### src/rtl/sensor_sampler.sv
// Sensor ADC capture with a framed result word shifted out MSB-first to READ.
// Define SENSOR_AVG_EN to average two back-to-back conversions per capture.
module sensor_sampler #(
    parameter int DATA_W     = 10,
    parameter int SETTLE_CYC = 8,
    parameter int TIMEOUT    = 255
) (
    input  logic              clk,
    input  logic              reset,
    input  logic              adc_sample,
    input  logic [2:0]        senscode,
    output logic              conv_start,
    output logic [2:0]        conv_chan,
    input  logic              conv_done,
    input  logic [DATA_W-1:0] conv_data,
    input  logic              adc_sample_ctl,
    input  logic              adc_sample_clk,
    output logic              adc_sample_datain,
    output logic              busy,
    output logic              valid,
    output logic              timeout_err
);

    localparam int W = DATA_W + 6;
    localparam logic [9:0] SETTLE_LAST = 10'(SETTLE_CYC);
    localparam logic [9:0] TO_LAST = 10'(TIMEOUT - 1);
    localparam logic [DATA_W-1:0] ONES = '1;

    typedef enum logic [2:0] {
        IDLE, SETTLE, CONVERT, GAP, CONVERT2, READY, SHIFT
    } state_t;

    state_t       state;
    logic         samp_q, ctl_q, sclk_q;
    logic         samp_rise, ctl_rise, ctl_fall, sclk_rise;
    logic [W-1:0] word, shifter;
    logic [9:0]   cnt;
    logic         pend;

    assign samp_rise = adc_sample & ~samp_q;
    assign ctl_rise  = adc_sample_ctl & ~ctl_q;
    assign ctl_fall  = ~adc_sample_ctl & ctl_q;
    assign sclk_rise = adc_sample_clk & ~sclk_q;

`ifdef SENSOR_AVG_EN
    logic [DATA_W-1:0] d0;
    logic [DATA_W:0]   sum;
    assign sum = {1'b0, d0} + {1'b0, conv_data};
`endif

    always_ff @(posedge clk) begin
        if (reset) begin
            state             <= IDLE;
            samp_q            <= 1'b0;
            ctl_q             <= 1'b0;
            sclk_q            <= 1'b0;
            word              <= '0;
            shifter           <= '0;
            cnt               <= '0;
            pend              <= 1'b0;
            conv_start        <= 1'b0;
            conv_chan         <= '0;
            adc_sample_datain <= 1'b0;
            busy              <= 1'b0;
            valid             <= 1'b0;
            timeout_err       <= 1'b0;
`ifdef SENSOR_AVG_EN
            d0                <= '0;
`endif
        end else begin
            samp_q <= adc_sample;
            ctl_q  <= adc_sample_ctl;
            sclk_q <= adc_sample_clk;
            // A frame opened mid-capture is remembered until busy drops
            if (ctl_fall) pend <= 1'b0;
            else if (ctl_rise && busy) pend <= 1'b1;

            unique case (state)
                IDLE, READY: begin
                    if (ctl_rise || (pend && adc_sample_ctl)) begin
                        state             <= SHIFT;
                        shifter           <= word;
                        adc_sample_datain <= word[W-1];
                        valid             <= 1'b0;
                        pend              <= 1'b0;
                    end else if (samp_rise) begin
                        conv_chan   <= senscode;
                        busy        <= 1'b1;
                        timeout_err <= 1'b0;
                        valid       <= 1'b0;
                        cnt         <= '0;
                        state       <= SETTLE;
                    end
                end
                SETTLE: begin
                    if (cnt == SETTLE_LAST) begin
                        conv_start <= 1'b1;
                        cnt        <= '0;
                        state      <= CONVERT;
                    end else begin
                        cnt <= cnt + 10'd1;
                    end
                end
                CONVERT: begin
                    if (conv_done) begin
`ifdef SENSOR_AVG_EN
                        d0         <= conv_data;
                        conv_start <= 1'b0;
                        state      <= GAP;
`else
                        word       <= {conv_chan, 3'b000, conv_data};
                        conv_start <= 1'b0;
                        busy       <= 1'b0;
                        valid      <= 1'b1;
                        state      <= READY;
`endif
                    end else if (cnt == TO_LAST) begin
                        word        <= {conv_chan, 3'b100, ONES};
                        timeout_err <= 1'b1;
                        conv_start  <= 1'b0;
                        busy        <= 1'b0;
                        valid       <= 1'b1;
                        state       <= READY;
                    end else begin
                        cnt <= cnt + 10'd1;
                    end
                end
`ifdef SENSOR_AVG_EN
                GAP: begin
                    conv_start <= 1'b1;
                    cnt        <= '0;
                    state      <= CONVERT2;
                end
                CONVERT2: begin
                    if (conv_done) begin
                        word       <= {conv_chan, 3'b000, sum[DATA_W:1]};
                        conv_start <= 1'b0;
                        busy       <= 1'b0;
                        valid      <= 1'b1;
                        state      <= READY;
                    end else if (cnt == TO_LAST) begin
                        word        <= {conv_chan, 3'b100, ONES};
                        timeout_err <= 1'b1;
                        conv_start  <= 1'b0;
                        busy        <= 1'b0;
                        valid       <= 1'b1;
                        state       <= READY;
                    end else begin
                        cnt <= cnt + 10'd1;
                    end
                end
`endif
                SHIFT: begin
                    if (ctl_fall) begin
                        state             <= IDLE;
                        adc_sample_datain <= 1'b0;
                    end else if (sclk_rise) begin
                        shifter           <= {shifter[W-2:0], 1'b0};
                        adc_sample_datain <= shifter[W-2];
                    end
                end
                default: state <= IDLE;
            endcase
        end
    end

endmodule

### config.mk
export PLATFORM = sky130hd
export DESIGN_NAME = sensor_sampler
export DESIGN_NICKNAME = d
export VERILOG_FILES = /design/src/rtl/sensor_sampler.sv
export SDC_FILE = /design/constraint.sdc
export NUM_CORES = 1
export LEC_CHECK = 0
export ABC_AREA = 0
export CAP_MARGIN = 20
export CELL_PAD_IN_SITES_DETAIL_PLACEMENT = 1
export CELL_PAD_IN_SITES_GLOBAL_PLACEMENT = 2
export CORE_MARGIN = 2
export CORE_UTILIZATION = 37
export DETAILED_ROUTE_END_ITERATION = 10
export PLACE_DENSITY = 0.95
export SETUP_SLACK_MARGIN = 0.5
export SLEW_MARGIN = 20
export SYNTH_ARGS = -nofsm -noshare
export SYNTH_HDL_FRONTEND = slang
export SYNTH_SLANG_ARGS = --single-unit
export TNS_END_PERCENT = 10
### constraint.sdc
create_clock -name clk -period 3.3 [get_ports clk]
set_input_delay 0.825 -clock clk [delete_from_list [all_inputs] [get_ports clk]]
set_output_delay 0.825 -clock clk [all_outputs]
set_load 0.005 [all_outputs]
* Word level (Yosys, flattened, before mapping)
Index checks and enable logic that the tools add are counted. Widths: inputs -> output; s select.
Operators by class: equality and inequality tests 19, add/sub/neg operators 1, bitwise operators 9, multiplexer cells 42, reductions and logical operators 20
Operators with widths (number):
- $mux 10 | 5
- $mux 15 | 3
- $mux 16 | 2
- $pmux 10 s3 | 1
- $pmux 15 s2 | 1
- $ne 2x2->1 const B | 10
- $mux 1 | 18
- $mux 3 | 6
- $pmux 3 s4 | 1
- $reduce_and 3->1 | 4
- $reduce_and 4->1 | 3
- $add 10x1->10 const B | 1
- $eq 10x4->1 const B | 1
- $eq 10x8->1 const B | 1
- $pmux 1 s2 | 5
- $reduce_and 5->1 | 2
- $ne 3x3->1 const B | 3
- $reduce_bool 2->1 | 4
- $eq 3x3->1 const B | 2
- $not 1->1 | 5
- $and 1x1->1 | 4
- $eq 3x1->1 const B | 1
- $eq 3x2->1 const B | 1
- $logic_not 3->1 | 1
- other kinds (5) | 6
Word-level totals: register bits 56, logic and storage cells 105, output and inout port bits 8

* Depth between registers and ports, before layout
Gate-level depths: netlist of the first run.
depth after elaboration 7, gate-level depth with buffers 9, depth with buffers taken out 7

* Worst setup path after synthesis of the first run
OpenSTA, ideal clock, no wires.
path kind input to register, start in adc_sample, end reg cnt[2], data required time 3.165 ns, data arrival time 2.031 ns, stages 5, slack 1.134 ns, cells stage by stage nor2b_1 a21boi_1 o221ai_1 o311ai_0 o41ai_1
Between the ends: cells in the longest elaborated chain, start to end 3
Ends and longest elaborated chain:
- start, declared | line 10 | input logic adc_sample,
- $and 1x1->1 | line 40 | assign samp_rise = adc_sample & ~samp_q;
- $ne 2x2->1 (no source line)
- $reduce_and 5->1 (no source line)
- end signal, assigned | line 101 | cnt <= cnt + 10'd1;
- end signal, assigned | line 125 | cnt <= cnt + 10'd1;
- end, declared | line 37 | logic [9:0] cnt;
Every way passes these cells. A chain may end at the register's enable or synchronous reset.

* Worst setup path after layout of the first run
Same ends and word-level chain as after synthesis.

==> run_results.csv, run 1 <==
group,metric,value,unit
die,die_h,87.77,µm
cts,tritoncts,"built",
pwr,pwr-share-comb,0.384,
yosys,postSynthAreaPerCell,9.078,µm²
final_layout,design_area,0.003017,mm²
routing,routed_wl,6693,µm
cts,clk_latency,310,ps
yosys,postSynthCellCount,286,
final_layout,n_antenna_cell,0,
final_layout,multi_input_comb_area,0.001373,mm²
pwr,powerDensity,677.4,mW/mm²
cts,clkTransAtPathRegs,100,ps
routing,first_pass_iters,4,
min_path,hp-class,"reg -> reg",
cts,cts_buffers,5,
pwr,pwr-share-clk,0.195,
die,dieArea,0.007703,mm²
die,initial_core_util,0.3821,
final_layout,regArea,0.001081,mm²
critical_path,worstPathArrival,2870,ps
sta,fin_crit,2687,ps
cts,cts.sinks,54,
die,ioPinCount,27,
sta,rsz0062_at_grt,"true",
pwr,ir_drop,0.1673,mV
sta,worst_clock_skew,6.491,ps
die,core,0.006794,mm²
critical_path,crit_fanout,10,
yosys,synth_area,0.002596,mm²
placement,dp_hpwl,4684,µm
cts,cts_setup_buffers,0,
placement,port_buffers,26,
yosys,yosysSeqAreaShare,0.4164,
yosys,async_reset_ff_frac,0,
routing,viasPerCell,5.653,
yosys,yosys_warnings,0,
sta,fin_tns_setup,0,ps
pwr,p_leak,0.001079,µW
cts,cts_repair_resize_count,0,
pwr,p_seq_frac,0.421,
global_route,grt-ovfl-total,0,
pwr,p_int,1252,µW
yosys,ys.flop_type,"dfxtp_1",
sta,setup_viol,0,
sta,slew_headroom,0.4322,
cts,cts_root_buffer,"clkbuf_8",
routing,routedWlPerCell,16.73,µm
die,rows,30,
final_layout,layout_common_cells,"dfxtp_1 (54), nand2_1 (27), clkdlybuf4s50_1 (26)",
final_layout,area_delta_synth_final,16.19,%
pwr,power.switching,791.3,µW
global_route,grt_pass1_wl,11270,µm
cts,htreeDepth,2,
global_route,grt.total_usage,0.1862,
sta,worst_slew_pin_slew,851.6,ps
yosys,synth_edf_count,0,
global_route,grt_max_degree,28,
routing,drt_iter0_markers,146,
global_route,grt_pass1_vias,2345,
job,maxCapViolCount,0,
critical_path,endpoint_kind,"flip-flop",
final_layout,layout-drive-gt1-share,0.1382,
routing,drcViolationCount,0,
sta,finalHoldViolations,0,
sta,fin_crit_sh,0.8142,
pwr,switching_share,0.3872,
sta,drv_slew,0,
yosys,ys_ff_latch,54,
cts,clk_path_buf_depth,2,
final_layout,mostFrequentLayoutCell,"dfxtp_1",
sta,maxClockFrequency,372.2,MHz
die,die_w,87.77,µm
yosys,synth_cell_types,56,
yosys,syn-num-nets,308,
routing,ant_nets,0,
cts,cts_hold_buf,0,
final_layout,fill_cells,799,
global_route,antenna_found_initial,0,
placement,placed_cell_area,0.002909,mm²
placement,gp_congestion,0.8450,
run_status,outcome,"finished clean",
critical_path,worst-setup-path-type,"in -> reg",
critical_path,worstPathRequired,3490,ps
routing,dr_total_vias,2261,
final_layout,nets,325,
critical_path,start_kind,"primary input",
[cells by family (layout without fill, tap and decap cells)]
logic type	Yosys count	in the layout	share of synthesized area
muxes	13	13	0.05012
buffers and inverters	33	51	0.05783
DFF	54	54	0.4164
and+or+nand+nor	95	95	0.1918
AOI/OAI and AO/OA	88	88	0.2694
adders and majority gates	3	3	0.01446
[flip-flops by register name, indices dropped and copies added, names as in the netlist]
| signal | cells |
|---|---|
| shifter | 15 |
| word | 14 |
| cnt | 10 |
| conv_chan | 3 |
| state | 3 |
| adc_sample_datain | 1 |
| busy | 1 |
| conv_start | 1 |
| ctl_q | 1 |
| pend | 1 |
| samp_q | 1 |
| sclk_q | 1 |
| timeout_err | 1 |
| valid | 1 |
[layout make-up]
| class | count | share of cell area |
|---|---|---|
| Tap cell | 96 | 0.03982 |
| Clock inverter | 2 | 0.005807 |
| Timing Repair Buffer | 31 | 0.09871 |
| Sequential cell | 54 | 0.3584 |
| Multi-Input combinational cell | 199 | 0.4550 |
| Inverter | 12 | 0.01493 |
| Clock buffer | 6 | 0.02737 |
[metrics by stage]
stage          std cells    util  hold slack [ps]  worst slack, ps  total power (µW)
3_5_place_dp         392  0.4282            450.9            319.5              1646
3_3_place_gp         392  0.4282            445.0            365.4              1618
6_report             400  0.4440            464.6            613.2              2044
4_1_cts              400  0.4429            465.5            627.8              2049
2_1_floorplan        286       -            431.2             1134              1443
5_1_grt              400  0.4440            502.3            486.7              2186
[per-layer routing]
metal | routed length, µm | track usage | vias to the layer above | share of wire
li1 | - | - | 1103 | -
met1 | 3212 | 0.2363 | 1105 | 0.48
met2 | 3163 | 0.3223 | 41 | 0.47
met3 | 171 | 0.02733 | 12 | 0.026
met4 | 146 | 0.06434 | 0 | 0.022
met5 | 0 | 0 | - | 0
[worst max-delay path: stages]
cell and delay (ps):
clkdlybuf4s50_1 490, nor2b_1 210, a21boi_1 320, o221ai_1 440
o311ai_0 450, o41ai_1 130
[final timing paths]
kind | start | to | slack (ps) | depth (start not counted)
worst min register to register | word[14] | word[14] | 460 | 2
worst max-delay path | adc_sample | cnt[2] | 610 | 6
worst min-delay path | word[14] | word[14] | 460 | 2
worst max register to register | cnt[0] | word[4] | 820 | 7
[power by group through the flow]
stage	registers, µW	logic, µW	clock network, µW
finish	860	785	399
global route	875	870	441
CTS	860	776	414
detailed placement	875	771	0
global placement	871	747	0
floorplan	818	625	0
[Yosys cell counts (all sizes together) (5+ instances only)]
cell    count  area share
nand3       9       0.019
o32ai       6       0.020
buf        11       0.026
dfxtp      54        0.42
mux2i      13       0.050
a211oi     20       0.058
nor2b       7       0.017
a21oi      20       0.040
nand2      28       0.041
nor3        5       0.013
nand4       6       0.014
a31oi       5       0.012
clkbuf     10       0.014
o221a      11       0.048
nor2       20       0.029
inv        11       0.016
No activity file was read; power rests on OpenSTA's default activity.
==> run 2: changes to the inputs <==
--- a/config.mk
+++ b/config.mk
@@ -10,9 +10,9 @@
 export CELL_PAD_IN_SITES_DETAIL_PLACEMENT = 1
 export CELL_PAD_IN_SITES_GLOBAL_PLACEMENT = 2
 export CORE_MARGIN = 2
-export CORE_UTILIZATION = 37
+export CORE_UTILIZATION = 35
 export DETAILED_ROUTE_END_ITERATION = 10
-export PLACE_DENSITY = 0.95
+export PLACE_DENSITY = 0.91
 export SETUP_SLACK_MARGIN = 0.5
 export SLEW_MARGIN = 20
 export SYNTH_ARGS = -nofsm -noshare
==> constraint.sdc (replaced) <==
create_clock -name clk -period 2.5 [get_ports clk]
set_input_delay 0.625 -clock clk [delete_from_list [all_inputs] [get_ports clk]]
set_output_delay 0.625 -clock clk [all_outputs]
set_load 0.005 [all_outputs]
==> run_results.csv, run 2 (same netlist as run 1, synthesis figures left out) <==
group,metric,value,unit
cts,clk_path_buf_depth,2,
min_path,holdPathStages,2,
placement,placed_cell_area,0.003015,mm²
critical_path,cp_slowest_stage_delay,390,ps
global_route,antenna_found_initial,0,
final_layout,fill_cells,830,
final_layout,top_regs,"shifter (15), word (14), cnt (10)",
critical_path,worstPathRequired,2690,ps
routing,routedWlPerCell,18.74,µm
critical_path,worstPathArrival,2280,ps
routing,first_pass_iters,4,
die,core,0.007214,mm²
global_route,grt.total_usage,0.1945,
die,dieArea,0.008123,mm²
sta,fin_crit,2082,ps
critical_path,cpMaxStageDelayCell,"or3b_4",
cts,cts.sinks,54,
critical_path,endpoint_kind,"flip-flop",
routing,routed_wl,8019,µm
routing,drt_iter0_markers,187,
sta,finalHoldViolations,0,
final_layout,top_register,"shifter",
cts,cts_root_buffer,"clkbuf_8",
cts,htreeDepth,2,
sta,maxClockFrequency,480.2,MHz
final_layout,mostFrequentLayoutCell,"dfxtp_1",
die,rows,31,
job,maxCapViolCount,0,
routing,ant_nets,0,
critical_path,critical_path_buf_inv_count,5,
sta,rsz0062_at_grt,"true",
final_layout,layout_common_cells,"dfxtp_1 (51), nand2_1 (26), clkdlybuf4s50_1 (25)",
final_layout,area_delta_synth_final,33.78,%
routing,drcViolationCount,0,
sta,slew_headroom,0.5433,
critical_path,r2r_end,"cnt[1]",
cts,cts_hold_buf,0,
placement,dp_hpwl,4979,µm
die,ioPinCount,27,
critical_path,regToRegSetupSlack,420,ps
placement,gp_congestion,0.8117,
global_route,grt_pass1_vias,2496,
pwr,ir_drop,0.3583,mV
global_route,grt_max_degree,31,
die,initial_core_util,0.3599,
cts,clk_latency,310,ps
run_status,outcome,"finished clean",
placement,port_buffers,26,
sta,worst_slew_pin_slew,679.8,ps
critical_path,start_kind,"flip-flop",
sta,worst_clock_skew,13.23,ps
cts,cts_buffers,5,
final_layout,nets,351,
routing,dr_total_vias,2430,
pwr,powerDensity,920.5,mW/mm²
final_layout,final_core_util,0.4814,
sta,fin_crit_sh,0.8329,
cts,clkTransAtPathRegs,110,ps
min_path,whs_endpoint,"word[13]",
min_path,min_from,"word[13]",
final_layout,largest_reg_flops,15,
final_layout,n_antenna_cell,0,
critical_path,r2r.worst_path.cells,11,
global_route,grt_pass1_wl,12810,µm
sta,drv_slew,0,
critical_path,path_common_cell,"buf_6",
final_layout,design_area,0.003473,mm²
min_path,hp-class,"reg -> reg",
routing,viasPerCell,5.678,
die,die_w,90.13,µm
critical_path,rr_startpoint,"cnt[0]",
critical_path,cp_top_family,"simple AND/OR/NAND/NOR gates",
pwr,p_leak,0.001280,µW
critical_path,crit_chain,"inv_4 > buf_6 > ha_4 > or3b_4 > o31ai_4 > buf_4 > buf_6 > nand3_4 > buf_6 > nand4_1 > a21oi_1",
critical_path,worst-setup-path-type,"reg -> reg",
final_layout,layout-drive-gt1-share,0.2766,
cts,tritoncts,"built",
global_route,grt-ovfl-total,0,
sta,setup_viol,0,
die,die_h,90.13,µm
critical_path,crit_fanout,5,
## run 2: cell count changes in the layout (fill, tap and decap cells not counted), moves of 3 or more
cell | before | now
a21oi_1 | 19 | 16
a21oi_2 | 1 | 4
buf_4 | 5 | 22
buf_6 | 0 | 6
dfxtp_1 | 54 | 51
## run 2: routing by layer
layer / vias to the layer above / track usage / wire length, µm
li1: 1154 / - / -
met5: - / 0 / 0
met2: 61 / 0.3214 / 4022
met1: 1199 / 0.2526 / 3547
met3: 16 / 0.02598 / 220
met4: 0 / 0.08846 / 229
## run 2: layout make-up
type / instances / area [µm²] / area share
multi-input combinational: 199 / 1548 / 0.4456
sequential: 54 / 1087 / 0.3130
timing repair buffer: 57 / 556.8 / 0.1603
tap: 99 / 123.9 / 0.03566
clock buffer: 5 / 68.82 / 0.01981
inverter: 12 / 50.05 / 0.01441
clock inverter: 2 / 38.79 / 0.01117
## run 2: report_power, final
group,switching [µW],internal (µW)
Sequential,147,1000
Combinational,778,674
Clock,298,295
## run 2: worst max-delay path by stage
stage                    from          to  slack, ps  depth (start not counted)
5_1_grt        adc_sample_clk  shifter[7]        340                          7
2_1_floorplan          cnt[0]    state[0]        530                          7
3_5_place_dp       adc_sample      cnt[2]         -2                          6
6_report               cnt[0]      cnt[1]        420                         11
3_3_place_gp       adc_sample      cnt[2]         80                          6
4_1_cts            adc_sample      cnt[4]        460                          8
## run 2: through the flow
step	setup slack (ps)	setup TNS (ps)	power, µW	std cells	hold slack, ps
6_report	417.6	0	3197	428	464.4
5_1_grt	338.6	0	3368	428	480.0
4_1_cts	462.9	0	3015	423	465.0
3_5_place_dp	-2.016	-2.016	2274	407	450.3
3_3_place_gp	80.70	0	2234	407	441.5
2_1_floorplan	525.9	0	1905	286	431.2
## run 2: worst register-to-register path, cell delays in order (launching register included)
cell and delay, ps:
dfxtp_2 360, inv_4 70, buf_6 100, ha_4 120
or3b_4 390, o31ai_4 200, buf_4 150, buf_6 110
nand3_4 100, buf_6 170, nand4_1 110, a21oi_1 90
## run 2: timing repair
item                       CTS  global route
gates resized for setup     28            23
pin swaps                    6             5
gates cloned                 0             1
setup endpoints to repair   28            49
buffers inserted             9             4
==> run 3: changes to the inputs <==
--- a/config.mk
+++ b/config.mk
@@ -10,9 +10,9 @@
 export CELL_PAD_IN_SITES_DETAIL_PLACEMENT = 1
 export CELL_PAD_IN_SITES_GLOBAL_PLACEMENT = 2
 export CORE_MARGIN = 2
-export CORE_UTILIZATION = 35
+export CORE_UTILIZATION = 31
 export DETAILED_ROUTE_END_ITERATION = 10
-export PLACE_DENSITY = 0.91
+export PLACE_DENSITY = 0.86
 export SETUP_SLACK_MARGIN = 0.5
 export SLEW_MARGIN = 20
 export SYNTH_ARGS = -nofsm -noshare
==> constraint.sdc (replaced) <==
create_clock -name clk -period 1.9 [get_ports clk]
set_input_delay 0.475 -clock clk [delete_from_list [all_inputs] [get_ports clk]]
set_output_delay 0.475 -clock clk [all_outputs]
set_load 0.005 [all_outputs]
==> run_results.csv, run 3 (same netlist as run 1, synthesis figures left out) <==
group,metric,value,unit
sta,setup_viol,26,
sta,maxClockFrequency,458.1,MHz
sta,rsz0062_at_grt,"true",
critical_path,critical_path_buf_inv_count,3,
final_layout,top_register,"shifter",
routing,routed_wl,8052,µm
global_route,met2_usage,0.3099,
sta,drv_slew,0,
cts,htreeDepth,2,
critical_path,worst-setup-path-type,"reg -> reg",
final_layout,area_delta_synth_final,43.04,%
global_route,antenna_found_initial,0,
cts,tritoncts,"built",
global_route,grt-ovfl-total,0,
routing,drt_iter0_markers,54,
placement,placed_cell_area,0.003349,mm²
final_layout,layout_common_cells,"buf_4 (51), dfxtp_1 (44), nand2_1 (25)",
die,rows,33,
die,die_h,95.52,µm
critical_path,worstPathRequired,2100,ps
global_route,grt_pass1_wl,12770,µm
sta,final.setup.worst_slack,-283.1,ps
job,maxCapViolCount,0,
run_status,failed_checks,"setup timing",
critical_path,cp_slowest_stage_delay,480,ps
global_route,grtUsageMet3,0.03083,
routing,first_pass_iters,4,
die,core,0.008175,mm²
final_layout,final_core_util,0.4542,
final_layout,top_regs,"shifter (15), word (14), cnt (10)",
sta,worst_slew_pin_slew,480.1,ps
sta,slew_headroom,0.6770,
final_layout,nets,384,
pwr,powerDensity,1163,mW/mm²
global_route,grt_pass1_vias,2547,
routing,routedWlPerCell,17.24,µm
critical_path,start_kind,"flip-flop",
sta,worst_clock_skew,5.206,ps
cts,cts_buffers,5,
routing,drcViolationCount,0,
critical_path,endpoint_kind,"flip-flop",
cts,clkTransAtPathRegs,100,ps
routing,ant_nets,0,
final_layout,n_antenna_cell,0,
final_layout,layout-drive-gt1-share,0.3867,
critical_path,r2r.worst_path.cells,9,
pwr,p_leak,0.001445,µW
routing,viasPerCell,5.248,
min_path,holdPathStages,2,
placement,gp_congestion,0.8361,
critical_path,cp_num_cells,9,
pwr,ir_drop,0.3281,mV
sta,hold_ws,466.9,ps
critical_path,crit_chain,"inv_4 > ha_4 > or4b_4 > o41ai_4 > buf_4 > buf_6 > a21boi_4 > a21bo_2 > a21oi_2",
placement,port_buffers,26,
cts,cts.sinks,54,
critical_path,cp_top_family,"compound AO/OA/AOI/OAI gates",
routing,dr_total_vias,2451,
die,die_w,95.52,µm
final_layout,mostFrequentLayoutCell,"buf_4",
die,ioPinCount,27,
final_layout,largest_reg_flops,15,
sta,finalHoldViolations,0,
sta,fin_crit,2183,ps
cts,clk_path_buf_depth,2,
critical_path,worstPathArrival,2380,ps
cts,clk_latency,310,ps
cts,cts_hold_buf,0,
critical_path,cpMaxStageDelayCell,"or4b_4",
global_route,busiest_layer,"met2",
sta,fin_crit_sh,1.149,
critical_path,crit_fanout,5,
cts,cts_root_buffer,"clkbuf_8",
run_status,outcome,"finished with violations",
placement,dp_hpwl,5353,µm
die,dieArea,0.009123,mm²
global_route,grt.total_usage,0.1791,
final_layout,design_area,0.003714,mm²
global_route,grt_use_met1,0.2329,
min_path,hp-class,"reg -> reg",
global_route,grt_max_degree,38,
die,initial_core_util,0.3176,
-- run 3: cell types whose count changed in the layout (fill, tap and decap cells not counted), sizes merged --
cell | previous run | this run
clkinv | 2 | 1
clkdlybuf4s15 | 0 | 4
clkbuf | 6 | 7
clkdlybuf4s50 | 25 | 18
bufinv | 1 | 0
dlymetal6s2s | 0 | 1
buf | 30 | 64
clkinvlp | 0 | 2
-- run 3: layout make-up --
| cell class | count | area [µm²] |
|---|---|---|
| multi-input combinational | 199 | 1550 |
| timing repair buffer | 90 | 802.0 |
| sequential | 54 | 1099 |
| clock buffer | 5 | 68.82 |
| inverter | 12 | 47.55 |
| clock inverter | 2 | 15.01 |
| fill | 943 | 4462 |
| tap | 105 | 131.4 |
-- run 3: through the flow --
step / setup slack (ps) / total power (µW) / cells / setup TNS, ps
final: -283.1 / 4318 / 467 / -3460
after global routing: -329.5 / 4610 / 467 / -5839
after CTS: -219.2 / 4127 / 463 / -2391
after detailed placement: -426.3 / 3225 / 452 / -8930
after global placement: -372.4 / 3182 / 452 / -7317
after floorplan: 45.35 / 2532 / 286 / 0
-- run 3: per-layer routing --
metal  up-vias  routed length [µm]
met5         -                   0
met2        28                4052
met1      1202                3771
met4         0                  79
met3         6                 148
li1       1215                   -
-- run 3: repair_timing --
item	in CTS	in global routing
pin swaps	13	14
setup endpoints to repair	59	59
buffers inserted	4	4
resized for setup	47	29
hold endpoints to repair	0	0
-- run 3: power by group --
group / switching (µW) / internal (µW)
Clock: 384 / 253
Sequential: 157 / 1340
Combinational: 1080 / 1100
Total: 1630 / 2690
-- run 3: worst min-delay path, cell delays in order (launching register included) --
cell and delay [ps]:
dfxtp_1 330, nand2_1 50, a21oi_1 50
-- run 3: path summary, 6_finish.rpt --
| check | start | endpoint | slack [ps] |
|---|---|---|---|
| min | word[14] | word[14] | 470 |
| min reg2reg | word[14] | word[14] | 470 |
| max reg2reg | cnt[0] | state[0] | -280 |
| max | cnt[0] | state[0] | -280 |
